$ cat src/rtl/fb_pkg.sv
// Shared definitions for the frame-buffer write arbiter: FSM states and
// default frame-buffer geometry.
package fb_pkg;

  localparam int unsigned FB_DEPTH  = 230400;
  localparam int unsigned FB_ADDR_W = 18;
  localparam int unsigned PIX_W     = 16;

  typedef enum logic [1:0] {
    IDLE,
    CAM,
    DRAIN,
    OVL
  } fb_state_e;

endpackage

$ cat src/rtl/fb_wr_arbiter_if.sv
// Bus bundle between the arbiter and its neighbours: camera FIFO read side,
// overlay request/grant side and the BRAM write port.
interface fb_wr_arbiter_if
  import fb_pkg::*;
#(
  parameter int unsigned DATA_WIDTH = PIX_W,
  parameter int unsigned ADDR_WIDTH = FB_ADDR_W
);

  logic                  i_cam_almostempty;
  logic                  o_cam_rd;
  logic [DATA_WIDTH-1:0] i_cam_rdata;
  logic                  i_ovl_req;
  logic [ADDR_WIDTH-1:0] i_ovl_addr;
  logic [DATA_WIDTH-1:0] i_ovl_data;
  logic                  o_ovl_gnt;
  logic                  o_mem_wr;
  logic [ADDR_WIDTH-1:0] o_mem_waddr;
  logic [DATA_WIDTH-1:0] o_mem_wdata;
  logic                  o_frame_done;

  modport master (
    input  i_cam_almostempty, i_cam_rdata, i_ovl_req, i_ovl_addr, i_ovl_data,
    output o_cam_rd, o_ovl_gnt, o_mem_wr, o_mem_waddr, o_mem_wdata, o_frame_done
  );

  modport slave (
    output i_cam_almostempty, i_cam_rdata, i_ovl_req, i_ovl_addr, i_ovl_data,
    input  o_cam_rd, o_ovl_gnt, o_mem_wr, o_mem_waddr, o_mem_wdata, o_frame_done
  );

endinterface

$ cat src/rtl/fb_addr_gen.sv
// Raster-order camera write pointer: wraps at the end of the frame buffer and
// flags the final address of the frame.
module fb_addr_gen
  import fb_pkg::*;
#(
  parameter int unsigned BRAM_DEPTH = FB_DEPTH,
  parameter int unsigned ADDR_WIDTH = FB_ADDR_W
) (
  input  logic                  clk_i,
  input  logic                  rst_ni,
  input  logic                  clr_i,
  input  logic                  inc_i,
  output logic [ADDR_WIDTH-1:0] ptr_o,
  output logic                  last_o
);

  localparam logic [ADDR_WIDTH-1:0] LAST_ADDR = ADDR_WIDTH'(BRAM_DEPTH - 1);

  logic [ADDR_WIDTH-1:0] ptr_q, ptr_d;

  assign ptr_o  = ptr_q;
  assign last_o = (ptr_q == LAST_ADDR);

  always_comb begin
    ptr_d = ptr_q;
    if (clr_i) begin
      ptr_d = '0;
    end else if (inc_i) begin
      ptr_d = last_o ? '0 : ptr_q + 1'b1;
    end
  end

  always_ff @(posedge clk_i or negedge rst_ni) begin
    if (!rst_ni) begin
      ptr_q <= '0;
    end else begin
      ptr_q <= ptr_d;
    end
  end

endmodule

$ cat src/rtl/fb_wr_arbiter.sv
// Frame-buffer write-port arbiter: streams camera FIFO bursts into raster order
// and slots single overlay writes between bursts with bounded waiting.
module fb_wr_arbiter
  import fb_pkg::*;
#(
  parameter int unsigned DATA_WIDTH   = PIX_W,
  parameter int unsigned BRAM_DEPTH   = FB_DEPTH,
  parameter int unsigned ADDR_WIDTH   = FB_ADDR_W,
  parameter int unsigned BURST_LEN    = 8,
  parameter int unsigned OVL_MAX_WAIT = 2
) (
  input  logic              i_clk,
  input  logic              i_rstn,
  input  logic              i_flush,
  fb_wr_arbiter_if.master   bus
);

  localparam int unsigned BW = $clog2(BURST_LEN + 1);
  localparam int unsigned WW = $clog2(OVL_MAX_WAIT + 2);
  localparam logic [BW-1:0] BURST_LAST = BW'(BURST_LEN - 1);
  localparam logic [WW-1:0] WAIT_MAX   = WW'(OVL_MAX_WAIT);

  fb_state_e       state_q, state_d;
  logic            cam_rd_q, cam_rd_d;
  logic            rd_pend_q, rd_pend_d;
  logic [BW-1:0]   burst_q, burst_d;
  logic [WW-1:0]   wait_q, wait_d;

  logic [ADDR_WIDTH-1:0] cam_ptr;
  logic                  cam_last;
  logic [ADDR_WIDTH-1:0] waddr;
  logic [DATA_WIDTH-1:0] wdata;
  logic                  gnt, wr;

  fb_addr_gen #(
    .BRAM_DEPTH (BRAM_DEPTH),
    .ADDR_WIDTH (ADDR_WIDTH)
  ) u_addr_gen (
    .clk_i  (i_clk),
    .rst_ni (i_rstn),
    .clr_i  (i_flush),
    .inc_i  (rd_pend_q),
    .ptr_o  (cam_ptr),
    .last_o (cam_last)
  );

  // Every CAM cycle carries a read, so the read that ends a burst is always
  // written back during DRAIN and IDLE never sees a word in flight.
  always_comb begin
    state_d   = state_q;
    cam_rd_d  = 1'b0;
    burst_d   = burst_q;
    wait_d    = wait_q;
    rd_pend_d = cam_rd_q & ~i_flush;
    case (state_q)
      IDLE: begin
        burst_d = '0;
        if (bus.i_ovl_req && (wait_q == WAIT_MAX || bus.i_cam_almostempty)) begin
          state_d = OVL;
        end else if (!bus.i_cam_almostempty) begin
          state_d  = CAM;
          cam_rd_d = 1'b1;
        end
      end
      CAM: begin
        burst_d = burst_q + BW'(cam_rd_q);
        if (!bus.i_cam_almostempty && burst_q < BURST_LAST) begin
          cam_rd_d = 1'b1;
        end else begin
          state_d = DRAIN;
        end
      end
      DRAIN: begin
        state_d = IDLE;
        if (bus.i_ovl_req) begin
          wait_d = (wait_q == WAIT_MAX) ? wait_q : wait_q + 1'b1;
        end else begin
          wait_d = '0;
        end
      end
      OVL: begin
        state_d = IDLE;
        wait_d  = '0;
      end
      default: state_d = IDLE;
    endcase
    if (i_flush) begin
      state_d  = IDLE;
      cam_rd_d = 1'b0;
      burst_d  = '0;
    end
  end

  always_ff @(posedge i_clk or negedge i_rstn) begin
    if (!i_rstn) begin
      state_q   <= IDLE;
      cam_rd_q  <= 1'b0;
      rd_pend_q <= 1'b0;
      burst_q   <= '0;
      wait_q    <= '0;
    end else begin
      state_q   <= state_d;
      cam_rd_q  <= cam_rd_d;
      rd_pend_q <= rd_pend_d;
      burst_q   <= burst_d;
      wait_q    <= wait_d;
    end
  end

  always_comb begin
    gnt   = 1'b0;
    wr    = 1'b0;
    waddr = '0;
    wdata = '0;
    if (state_q == OVL) begin
      gnt   = 1'b1;
      wr    = 1'b1;
      waddr = bus.i_ovl_addr;
      wdata = bus.i_ovl_data;
    end else if (rd_pend_q) begin
      wr    = 1'b1;
      waddr = cam_ptr;
      wdata = bus.i_cam_rdata;
    end
  end

  assign bus.o_cam_rd     = cam_rd_q;
  assign bus.o_ovl_gnt    = gnt;
  assign bus.o_mem_wr     = wr;
  assign bus.o_mem_waddr  = waddr;
  assign bus.o_mem_wdata  = wdata;
  assign bus.o_frame_done = rd_pend_q & cam_last;

endmodule

$ cat src/flat_wrapper.sv
// flat-port wrapper written by rule: the top's interface ports become plain ports
module fb_wr_arbiter_flat import fb_pkg::*;
#(
  parameter int unsigned DATA_WIDTH   = PIX_W,
  parameter int unsigned BRAM_DEPTH   = FB_DEPTH,
  parameter int unsigned ADDR_WIDTH   = FB_ADDR_W,
  parameter int unsigned BURST_LEN    = 8,
  parameter int unsigned OVL_MAX_WAIT = 2
)
  (i_clk, i_rstn, i_flush, bus_i_cam_almostempty, bus_i_cam_rdata, bus_i_ovl_req, bus_i_ovl_addr, bus_i_ovl_data, bus_o_cam_rd, bus_o_ovl_gnt, bus_o_mem_wr, bus_o_mem_waddr, bus_o_mem_wdata, bus_o_frame_done);
  fb_wr_arbiter_if #(.DATA_WIDTH(DATA_WIDTH), .ADDR_WIDTH(ADDR_WIDTH)) bus_i ();
  input  logic i_clk;
  input  logic i_rstn;
  input  logic i_flush;
  input wire logic [$bits(bus_i.i_cam_almostempty)-1:0] bus_i_cam_almostempty;
  input wire logic [$bits(bus_i.i_cam_rdata)-1:0] bus_i_cam_rdata;
  input wire logic [$bits(bus_i.i_ovl_req)-1:0] bus_i_ovl_req;
  input wire logic [$bits(bus_i.i_ovl_addr)-1:0] bus_i_ovl_addr;
  input wire logic [$bits(bus_i.i_ovl_data)-1:0] bus_i_ovl_data;
  output wire logic [$bits(bus_i.o_cam_rd)-1:0] bus_o_cam_rd;
  output wire logic [$bits(bus_i.o_ovl_gnt)-1:0] bus_o_ovl_gnt;
  output wire logic [$bits(bus_i.o_mem_wr)-1:0] bus_o_mem_wr;
  output wire logic [$bits(bus_i.o_mem_waddr)-1:0] bus_o_mem_waddr;
  output wire logic [$bits(bus_i.o_mem_wdata)-1:0] bus_o_mem_wdata;
  output wire logic [$bits(bus_i.o_frame_done)-1:0] bus_o_frame_done;
  assign bus_i.i_cam_almostempty = bus_i_cam_almostempty;
  assign bus_i.i_cam_rdata = bus_i_cam_rdata;
  assign bus_i.i_ovl_req = bus_i_ovl_req;
  assign bus_i.i_ovl_addr = bus_i_ovl_addr;
  assign bus_i.i_ovl_data = bus_i_ovl_data;
  assign bus_o_cam_rd = bus_i.o_cam_rd;
  assign bus_o_ovl_gnt = bus_i.o_ovl_gnt;
  assign bus_o_mem_wr = bus_i.o_mem_wr;
  assign bus_o_mem_waddr = bus_i.o_mem_waddr;
  assign bus_o_mem_wdata = bus_i.o_mem_wdata;
  assign bus_o_frame_done = bus_i.o_frame_done;
  fb_wr_arbiter #(.DATA_WIDTH(DATA_WIDTH), .BRAM_DEPTH(BRAM_DEPTH), .ADDR_WIDTH(ADDR_WIDTH), .BURST_LEN(BURST_LEN), .OVL_MAX_WAIT(OVL_MAX_WAIT)) u_core (.i_clk(i_clk), .i_rstn(i_rstn), .i_flush(i_flush), .bus(bus_i));
endmodule
$ cat config.mk
export PLATFORM = sky130hd
export DESIGN_NAME = fb_wr_arbiter_flat
export DESIGN_NICKNAME = d
export VERILOG_FILES = /design/src/rtl/fb_pkg.sv /design/src/rtl/fb_wr_arbiter_if.sv /design/src/rtl/fb_addr_gen.sv /design/src/rtl/fb_wr_arbiter.sv /design/src/flat_wrapper.sv
export SDC_FILE = /design/constraint.sdc
export NUM_CORES = 1
export LEC_CHECK = 0
export CAP_MARGIN = 20
export CORE_MARGIN = 8
export CORE_UTILIZATION = 41
export CTS_CLUSTER_DIAMETER = 80
export CTS_CLUSTER_SIZE = 30
export DETAILED_ROUTE_END_ITERATION = 16
export MAX_ROUTING_LAYER = met4
export PLACE_DENSITY = 0.81
export SLEW_MARGIN = 30
export SYNTH_ARGS = -nofsm -noshare
export SYNTH_HDL_FRONTEND = slang
export SYNTH_SLANG_ARGS = --single-unit
$ cat constraint.sdc
create_clock -name i_clk -period 3.06 [get_ports i_clk]
set_input_delay 0.918 -clock i_clk [delete_from_list [all_inputs] [get_ports i_clk]]
set_output_delay 0.918 -clock i_clk [all_outputs]
set_load 0.01 [all_outputs]
==> results.toml, run 1 <==
[placement]
io_buffer_count = 92
dp.cells = 423
dp_hpwl_mm = 5.33
place.gp.congestion = 0.914

[critical_path]
ff2ff_path_depth = 5
critPathMaxStageDelay_ns = 0.54
worstPathCellList = "or4_4 > or4_4 > nor2_2 > clkdlybuf4s15_2"
reg2reg_from = "u_core.u_addr_gen.ptr_o[13]$_DFFE_PN0P_"
worst_ep_required_time_ns = 2.14
start_kind = "flop"
reg2reg_to = "u_core.u_addr_gen.ptr_o[12]$_DFFE_PN0P_"
critical_path_class = "reg -> out"
crit_cells = 4
path_delay_family = "simple AND/OR/NAND/NOR gates"
crit_path_end_kind = "output pin"
crit_fanout = 2
cp.arrival_ns = 2.10
cpMostUsedCell = "or4_4"
r2r_setup_slack_ns = 0.90
crit_slowest_cell = "or4_4"
crit_start = "u_core.u_addr_gen.ptr_o[13]$_DFFE_PN0P_"
path_buf_inv = 1

[final_layout]
utilization_pct = 66.4
final_net_count = 433
seq_area_um2 = 701
fillers = 409
drive_gt1_share_pct = 8.85
area_growth_pct = 57.3
layoutNonFillerInstCount = 427
multi_input_area_mm2 = 0.00119
n_antenna_cell = 0

[run_status]
status = "complete, no violations"

[hold_path]
hold_end = "u_core.burst_q[0]$_DFFE_PN0P_"
hold_class = "reg -> reg"
min_from = "u_core.burst_q[0]$_DFFE_PN0P_"
hold_depth = 2

[detailed_routing]
route.detailed.drc = 0
firstDrtPassIters = 4
drt-total-wl_mm = 6.71
vias = 2280
ant_nets = 0
wl_per_cell_um = 15.7
drtIter0Drc = 120
viasPerCell = 5.34

[synth]
synth_cells = 278
ys_seq_area_share_pct = 35.4
synth_edf_count = 0
avgSynthCellArea_um2 = 7.12
ys_warn_count = 0
synth_fp_nets = 337
synth_top_area_share_pct = 35.4
yosysTopAreaCell = "dfrtp_1"
ys_types = 40
synthFlopType = "dfrtp_1"
netlist_top_cells_area = "dfrtp_1 35%, nand2_1 16%, o21ai_0 9.9%"
netlist_area_mm2 = 0.00198
async_flop_share_pct = 100
ys_ff_latch = 28

[global_routing]
overflow = 0
grtUsageTotal_pct = 18.3
grt_pass1_vias = 2111
grtUsageMet3_pct = 3.92
grt_max_degree = 44
grt_pass1_wl_mm = 10.7
antenna_found_initial = 0
global_route.usage.met1_pct = 23.4
grt_util_met2_pct = 29.8
grt_busiest_layer = "met2"

[clock_tree]
cts_sinks = 28
root_buffer = "clkbuf_8"
hold_buffers = 0
cts-htree-levels = 1
cts_tree = "yes"
clk_latency_ns = 0.28
clk_pin_slew_ns = 0.10
cts_buffers = 3
cts.path.max_buffers = 2

[power]
power.density_mw_per_mm2 = 314
p_leak_nw = 1.33
ir_worst_vdd_uv = 268

[floorplan]
die-area_mm2 = 0.00731
io_pins = 93
dieWidth_um = 85.5
die_y_um = 85.5
core_mm2 = 0.00469
rows = 25
start_util_pct = 42.2

[timing]
fin_skew_ns = 0.0115
fin_tns_setup_ns = 0
setup_viol = 0
finalHoldViolations = 0
slew_viol_final = 0
slew_headroom_pct = 70.4
fin_crit_sh_pct = 98.7
max_slew.worst_pin.slew_ns = 0.439
max_freq_mhz = 331
fin_crit_ns = 3.02

[run]
maxCapViolCount = 0
## kinds of logic after synthesis
family                     after synthesis  synth area share, %
muxes                                    2                 1.14
xor gates and xnor gates                 6                 2.65
and+or+nand+nor                        144                 32.9
DFF                                     28                 35.4
buffers and inverters                   24                 4.99
AOI/OAI and AO/OA                       70                 20.4
adders and majority gates                4                 2.53
## cell usage after synthesis (2+ instances only)
| cell type | number |
|---|---|
| nand2_1 | 83 |
| o21ai_0 | 39 |
| dfrtp_1 | 28 |
| nor2_1 | 20 |
| clkbuf_1 | 16 |
| a21oi_1 | 13 |
| inv_1 | 6 |
| and3_1 | 5 |
| nand4_1 | 5 |
| nor3_1 | 5 |
| or4_1 | 5 |
| xor2_1 | 5 |
| ha_1 | 4 |
| nand3_1 | 4 |
| or3_1 | 4 |
| o211ai_1 | 3 |
| o31ai_1 | 3 |
| a22oi_1 | 2 |
| a31oi_1 | 2 |
| and2_1 | 2 |
| and4_1 | 2 |
| mux2_2 | 2 |
| nand2b_1 | 2 |
| o22ai_1 | 2 |
## final cells by class
class	instances	share of cell area, %
tap	54	2.17
timing repair buffer	109	34.1
inverter	6	0.723
clock buffer	3	1.33
clock inverter	1	0.964
multi-input combinational	226	38.3
sequential	28	22.5
## worst register-to-register path, cell delays in order (launching register included)
cell	delay, ns
dfrtp_1	0.41
or4_4	0.54
or4_4	0.51
buf_4	0.19
o21ai_4	0.30
nor2_1	0.10
## per-layer routing
| metal | up-vias | routed length [µm] |
|---|---|---|
| li1 | 1150 | - |
| met1 | 1033 | 3000 |
| met2 | 95 | 3080 |
| met3 | 2 | 628 |
| met4 | 0 | 12 |
| met5 | - | 0 |
## worst max path at each step
stage,end,slack (ns)
5_1_grt,bus_o_frame_done,-0.01
6_report,bus_o_frame_done,0.04
4_1_cts,bus_o_mem_wdata[5],0.006
2_1_floorplan,bus_o_frame_done,0.44
3_3_place_gp,bus_o_mem_wdata[13],-0.04
3_5_place_dp,bus_o_mem_wdata[9],-0.05
## state kept, by name, indices dropped and copies added (netlist names)
name,flops
u_core.wait_q,2
u_core.bus.o_cam_rd,1
u_core.state_q,2
u_core.burst_q,4
u_core.u_addr_gen.ptr_o,18
u_core.rd_pend_q,1
## cells in the final DEF, fill, tap and decap left out, types with 3 or more instances in the layout
cell,netlist,routed
inv_1,6,6
o21ai_0,39,39
o211ai_1,3,3
nor3_1,5,5
clkdlybuf4s50_1,0,75
a21oi_1,13,13
dfrtp_1,28,28
and3_1,5,5
or4_1,5,3
dlygate4sd2_1,0,11
nand2_1,83,83
buf_4,0,16
nor2_1,20,19
nand4_1,5,5
nand3_1,4,4
clkbuf_8,0,3
xor2_1,5,5
o31ai_1,3,3
dlymetal6s2s_1,0,5
or3_1,4,4
ha_1,4,4
## where the power goes
part	switching, mW	internal, mW
Clock	0.120	0.175
Combinational	0.126	0.146
Sequential	0.0194	0.391
## through the flow
stage | power (mW) | worst slack (ns) | hold WS (ns) | cell area (µm²)
6_report | 0.977 | 0.0396 | 0.561 | 3120
2_1_floorplan | 0.533 | 0.440 | 0.492 | 1980
5_1_grt | 1.03 | -0.00954 | 0.589 | 3120
3_5_place_dp | 0.699 | -0.0502 | 0.524 | 3030
4_1_cts | 0.983 | 0.00550 | 0.561 | 3090
3_3_place_gp | 0.692 | -0.0369 | 0.529 | 3030
## repair_timing
action | CTS | global route
setup endpoints to repair | 12 | 6
gates resized for setup | 14 | 8
setup buffers | 0 | 0
endpoints found under the hold margin | 0 | 0
No activity file was read; power rests on OpenSTA's default activity.
==> inputs of run 2 (changes only) <==
- CELL_PAD_IN_SITES_DETAIL_PLACEMENT: default -> 0
- CELL_PAD_IN_SITES_GLOBAL_PLACEMENT: default -> 1
- CORE_MARGIN: 8 -> 2
- CORE_UTILIZATION: 41 -> 28
- SKIP_LAST_GASP: default -> 1
==> run 2 against run 1 <==
  * First-iteration DRC count fell by 27%
  * Register-to-register slack worse by 0.05 ns
  * Routed wire length grew 0.89%
  * Sequential power is 1% higher
  * Design area is 2.3% higher
  * Count of clock-buffer cells in the layout is the same
  * Combinational power about the same
  * Flip-flop and latch count unchanged
  * Die area increased by 6.2%
  * Critical endpoint is now bus_o_mem_waddr[11]
==> results.toml, run 2 (synthesis results as in run 1) <==
[timing]
max_freq_mhz = 333
fin_crit_sh_pct = 98.1
hold_ws_ns = 0.559
setup_viol = 0
fin_crit_ns = 3.00
slew_viol_final = 0
slew_headroom_pct = 69.9
fin_tns_setup_ns = 0
fin_skew_ns = 0.0122
rsz0062_at_grt = "false"
finalHoldViolations = 0
max_slew.worst_pin.slew_ns = 0.447

[final_layout]
layoutNonFillerInstCount = 474
area_growth_pct = 61.0
layout_common_cells = "83 x nand2_1, 73 x clkdlybuf4s50_1, 34 x o21ai_0"
n_antenna_cell = 0
fillers = 708
final_common_cell = "nand2_1"
design_area_mm2 = 0.00319
drive_gt1_share_pct = 9.79
final_net_count = 438
largest_reg_flops = 18

[critical_path]
r2r_setup_slack_ns = 0.85
crit_path_end_kind = "output pin"
cpMostUsedCell = "clkdlybuf4s50_1"
worstPathCellList = "clkdlybuf4s50_1 > nand2_1 > o21ai_0 > clkdlybuf4s50_1"
critPathMaxStageDelay_ns = 0.59
critical_path_class = "in -> out"
crit_fanout = 1
path_buf_inv = 2
worst_ep_required_time_ns = 2.14
cp.arrival_ns = 2.09
path_delay_family = "buffers and inverters"
start_kind = "input port"
crit_slowest_cell = "clkdlybuf4s50_1"

[hold_path]
hold_class = "reg -> reg"

[clock_tree]
cts_buffers = 3
root_buffer = "clkbuf_8"
cts-htree-levels = 1
cts_sinks = 28
clk_pin_slew_ns = 0.09
clk_latency_ns = 0.28
cts_tree = "yes"
cts.path.max_buffers = 2

[detailed_routing]
ant_nets = 0
viasPerCell = 4.88
vias = 2311
wl_per_cell_um = 14.3
firstDrtPassIters = 4
drtIter0Drc = 88
route.detailed.drc = 0
drt-total-wl_mm = 6.77

[floorplan]
rows = 30
start_util_pct = 29.0
die_y_um = 88.1
io_pins = 93
dieWidth_um = 88.1
die-area_mm2 = 0.00776
core_mm2 = 0.00683

[power]
ir_worst_vdd_uv = 219
pwr-share-comb_pct = 27.7
p_int_mw = 0.712
p_leak_nw = 1.35
clkPwrFrac_pct = 30.2
switching_power_mw = 0.273
seq_power_share_pct = 42.1
switching_share_pct = 27.7
power.density_mw_per_mm2 = 309

[run]
maxCapViolCount = 0

[placement]
dp.cells = 469
dp_hpwl_mm = 4.90
dpl_cell_area_mm2 = 0.00312
place.gp.congestion = 0.768
io_buffer_count = 92

[run_status]
status = "complete, no violations"

[global_routing]
grtUsageTotal_pct = 17.2
grt_pass1_vias = 2079
overflow = 0
antenna_found_initial = 0
grt_max_degree = 43
grt_pass1_wl_mm = 10.3
-- run 2: tightest hold or removal path: stages (launching register included) --
cell and delay (ns):
dfrtp_1 0.38, a21oi_1 0.07, nor2_1 0.07
-- run 2: area by class of cell --
type	instances	area (µm²)	area share, %
clock buffer	3	41.3	1.30
clock inverter	1	30.0	0.942
multi-input combinational	227	1190	37.4
inverter	6	22.5	0.706
sequential	28	702	22.0
timing repair buffer	113	1080	33.8
tap	96	120	3.77
-- run 2: worst paths after layout --
check / from / cells after the start / to
min in group asynchronous: i_rstn / 2 / u_core.bus.o_cam_rd$_DFF_PN0_
setup reg to reg: u_core.u_addr_gen.ptr_o[13]$_DFFE_PN0P_ / 5 / u_core.u_addr_gen.ptr_o[4]$_DFFE_PN0P_
hold reg to reg: u_core.burst_q[0]$_DFFE_PN0P_ / 2 / u_core.burst_q[0]$_DFFE_PN0P_
hold / removal: u_core.burst_q[0]$_DFFE_PN0P_ / 2 / u_core.burst_q[0]$_DFFE_PN0P_
max in group asynchronous: i_rstn / 2 / u_core.state_q[0]$_DFFE_PN0P_
setup / recovery: bus_i_ovl_addr[11] / 4 / bus_o_mem_waddr[11]
-- run 2: power groups by stage --
stage          logic, mW  registers [mW]  clock network [mW]
5_1_grt            0.305           0.417               0.320
3_3_place_gp       0.278           0.416                   0
3_5_place_dp       0.283           0.417                   0
6_report           0.273           0.415               0.298
2_1_floorplan      0.117           0.416                   0
4_1_cts            0.276           0.410               0.305
-- run 2: repair_timing --
action	4_1_cts	5_1_grt
hold buffers	0	0
endpoints found under the setup margin	26	15
pin swaps	0	1
setup buffers	0	0
gates cloned	0	1
resized for setup	21	8
-- run 2: routing by layer --
metal / share of wire (%) / vias to the layer above / GRT usage (%)
met3: 7.8 / 2 / 3.02
met4: 0.25 / 0 / 2.07
met2: 42 / 82 / 26.8
met1: 50 / 1067 / 24.1
li1: - / 1160 / -
met5: 0 / - / -
-- run 2: per-stage QoR --
stage,util [%],power (mW),setup slack [ns]
after floorplan,-,0.533,0.440
after global placement,45.6,0.695,-0.155
after detailed placement,45.6,0.700,-0.106
after CTS,46.4,0.991,-0.0343
after global routing,46.7,1.04,0.00832
final,46.7,0.986,0.0570
==> inputs of run 3 (changes only) <==
- CORE_MARGIN: 2 -> default
- CORE_UTILIZATION: 28 -> 25
- PLACE_DENSITY: 0.81 -> 0.77
- clock period: 3.06 -> 2.6 ns (I/O delays scaled with it)
==> run 3 against run 2 <==
  * The run now ends with setup timing left
  * First-iteration DRC count up 69%
  * Core utilization down 4.5 points
  * Register-to-register slack worse by 0.45 ns
  * Setup slack worse by 0.22 ns
  * Sequential power rose by 15%
  * Clock power shrank 7.4%
  * Combinational power rose by 20%
  * Routed wire length decreased by 9.6%
  * Die area is 6.7% higher
  * Highest routed layer unchanged
==> results.toml, run 3 (synthesis results as in run 1) <==
[clock_tree]
hold_buffers = 0
clk_pin_slew_ns = 0.10
postCtsSetupRepairBufs = 0
cts_buffers = 3
root_buffer = "clkbuf_8"
clk_latency_ns = 0.28
cts_sinks = 28
cts-htree-levels = 1
cts.path.max_buffers = 2
cts_tree = "yes"

[floorplan]
io_pins = 93
die-area_mm2 = 0.00828
die_y_um = 91.0
rows = 32
dieWidth_um = 91.0
core_mm2 = 0.00769
start_util_pct = 25.8

[final_layout]
layout_common_cells = "83 x nand2_1, 56 x clkdlybuf4s50_1, 39 x o21ai_0"
utilization_pct = 42.2
drive_gt1_share_pct = 11.7
final_net_count = 446
n_antenna_cell = 0
final_common_cell = "nand2_1"
area_growth_pct = 63.6
design_area_mm2 = 0.00324
largest_reg_flops = 18
layoutNonFillerInstCount = 488

[global_routing]
grt_busiest_layer = "met2"
grt_max_degree = 51
grtUsageTotal_pct = 15.4
grt_pass1_vias = 2191
overflow = 0
grtUsageMet3_pct = 3.69
grt_util_met2_pct = 24.2
global_route.usage.met1_pct = 20.6
antenna_found_initial = 0
grt_pass1_wl_mm = 10.3

[critical_path]
critical_path_class = "reg -> out"
start_kind = "flop"
ff2ff_path_depth = 5
r2r_setup_slack_ns = 0.40
crit_fanout = 2
worst_ep_required_time_ns = 1.82
reg2reg_to = "u_core.u_addr_gen.ptr_o[12]$_DFFE_PN0P_"
reg2reg_from = "u_core.u_addr_gen.ptr_o[13]$_DFFE_PN0P_"
crit_path_end_kind = "output pin"
cp.arrival_ns = 1.98

[timing]
fin_crit_ns = 2.76
slew_viol_final = 0
finalHoldViolations = 0
fin_skew_ns = 0.00383
setup_viol = 1
max_slew.worst_pin.slew_ns = 0.450
max_freq_mhz = 362
fin_crit_sh_pct = 106
setup_ws_ns = -0.165
fin_tns_setup_ns = -0.165
rsz0062_at_grt = "true"
slew_headroom_pct = 69.7

[run_status]
status = "finished with violations"
violations = "setup timing"

[hold_path]
hold_end = "u_core.burst_q[0]$_DFFE_PN0P_"
hold_depth = 2
min_from = "u_core.burst_q[0]$_DFFE_PN0P_"
hold_class = "reg -> reg"

[detailed_routing]
viasPerCell = 4.71
firstDrtPassIters = 4
wl_per_cell_um = 12.6
vias = 2300
route.detailed.drc = 0
drtIter0Drc = 149
ant_nets = 0
drt-total-wl_mm = 6.13

[placement]
place.gp.congestion = 0.753
dpl_cell_area_mm2 = 0.00322
dp_hpwl_mm = 4.50
dp.cells = 484
io_buffer_count = 92

[power]
p_leak_nw = 1.43
ir_worst_vdd_uv = 324
design_power_total_mw = 1.08
power.density_mw_per_mm2 = 333

[run]
maxCapViolCount = 0
run 3: cell types whose count changed in the layout (fill, tap and decap cells not counted), sizes merged:
cell           previous run  this run
and2                      3         2
buf                      21        31
bufinv                    1         0
clkdlybuf4s50            73        56
dlygate4sd2              14        35
dlymetal6s2s              4         0
run 3: cell type report:
type / count / area [µm²]
fill: 799 / 4450
sequential: 28 / 701
timing repair buffer: 122 / 1140
inverter: 6 / 22.5
clock buffer: 4 / 55.1
multi-input combinational: 226 / 1190
tap: 102 / 128
run 3: layer usage:
layer | wire length (µm) | share of wire, % | vias up
met5 | 0 | 0 | -
li1 | - | - | 1180
met1 | 3000 | 49 | 1037
met3 | 445 | 7.3 | 5
met2 | 2640 | 43 | 78
met4 | 37 | 0.60 | 0
run 3: how the worst max path moves through the flow:
stage | startpoint | end | cells after the start
finish | u_core.u_addr_gen.ptr_o[13]$_DFFE_PN0P_ | bus_o_frame_done | 4
CTS | u_core.u_addr_gen.ptr_o[13]$_DFFE_PN0P_ | bus_o_frame_done | 4
global placement | u_core.u_addr_gen.ptr_o[13]$_DFFE_PN0P_ | bus_o_frame_done | 4
global route | u_core.u_addr_gen.ptr_o[13]$_DFFE_PN0P_ | bus_o_frame_done | 4
floorplan | u_core.u_addr_gen.ptr_o[13]$_DFFE_PN0P_ | bus_o_frame_done | 4
detailed placement | u_core.u_addr_gen.ptr_o[13]$_DFFE_PN0P_ | bus_o_frame_done | 4
run 3: repair_timing:
item	4_1_cts	5_1_grt
gates resized for setup	41	2
setup endpoints to repair	36	1
endpoints found under the hold margin	0	0
pin swaps	1	1
run 3: power breakdown:
part / switching [mW] / internal [mW]
clock network: 0.141 / 0.136
logic: 0.154 / 0.174
registers: 0.0169 / 0.460
total: 0.311 / 0.769
run 3: worst max-delay path, cell delays in order (launching register included):
cell and delay (ns):
dfrtp_1 0.40, or4_1 0.54, or4_4 0.55, nor2_4 0.12, buf_6 0.11
run 3: through the flow:
| stage | hold WS [ns] | worst slack (ns) |
|---|---|---|
| 6_report | 0.549 | -0.165 |
| 3_5_place_dp | 0.530 | -0.288 |
| 2_1_floorplan | 0.484 | 0.118 |
| 4_1_cts | 0.555 | -0.229 |
| 3_3_place_gp | 0.527 | -0.278 |
| 5_1_grt | 0.573 | -0.244 |
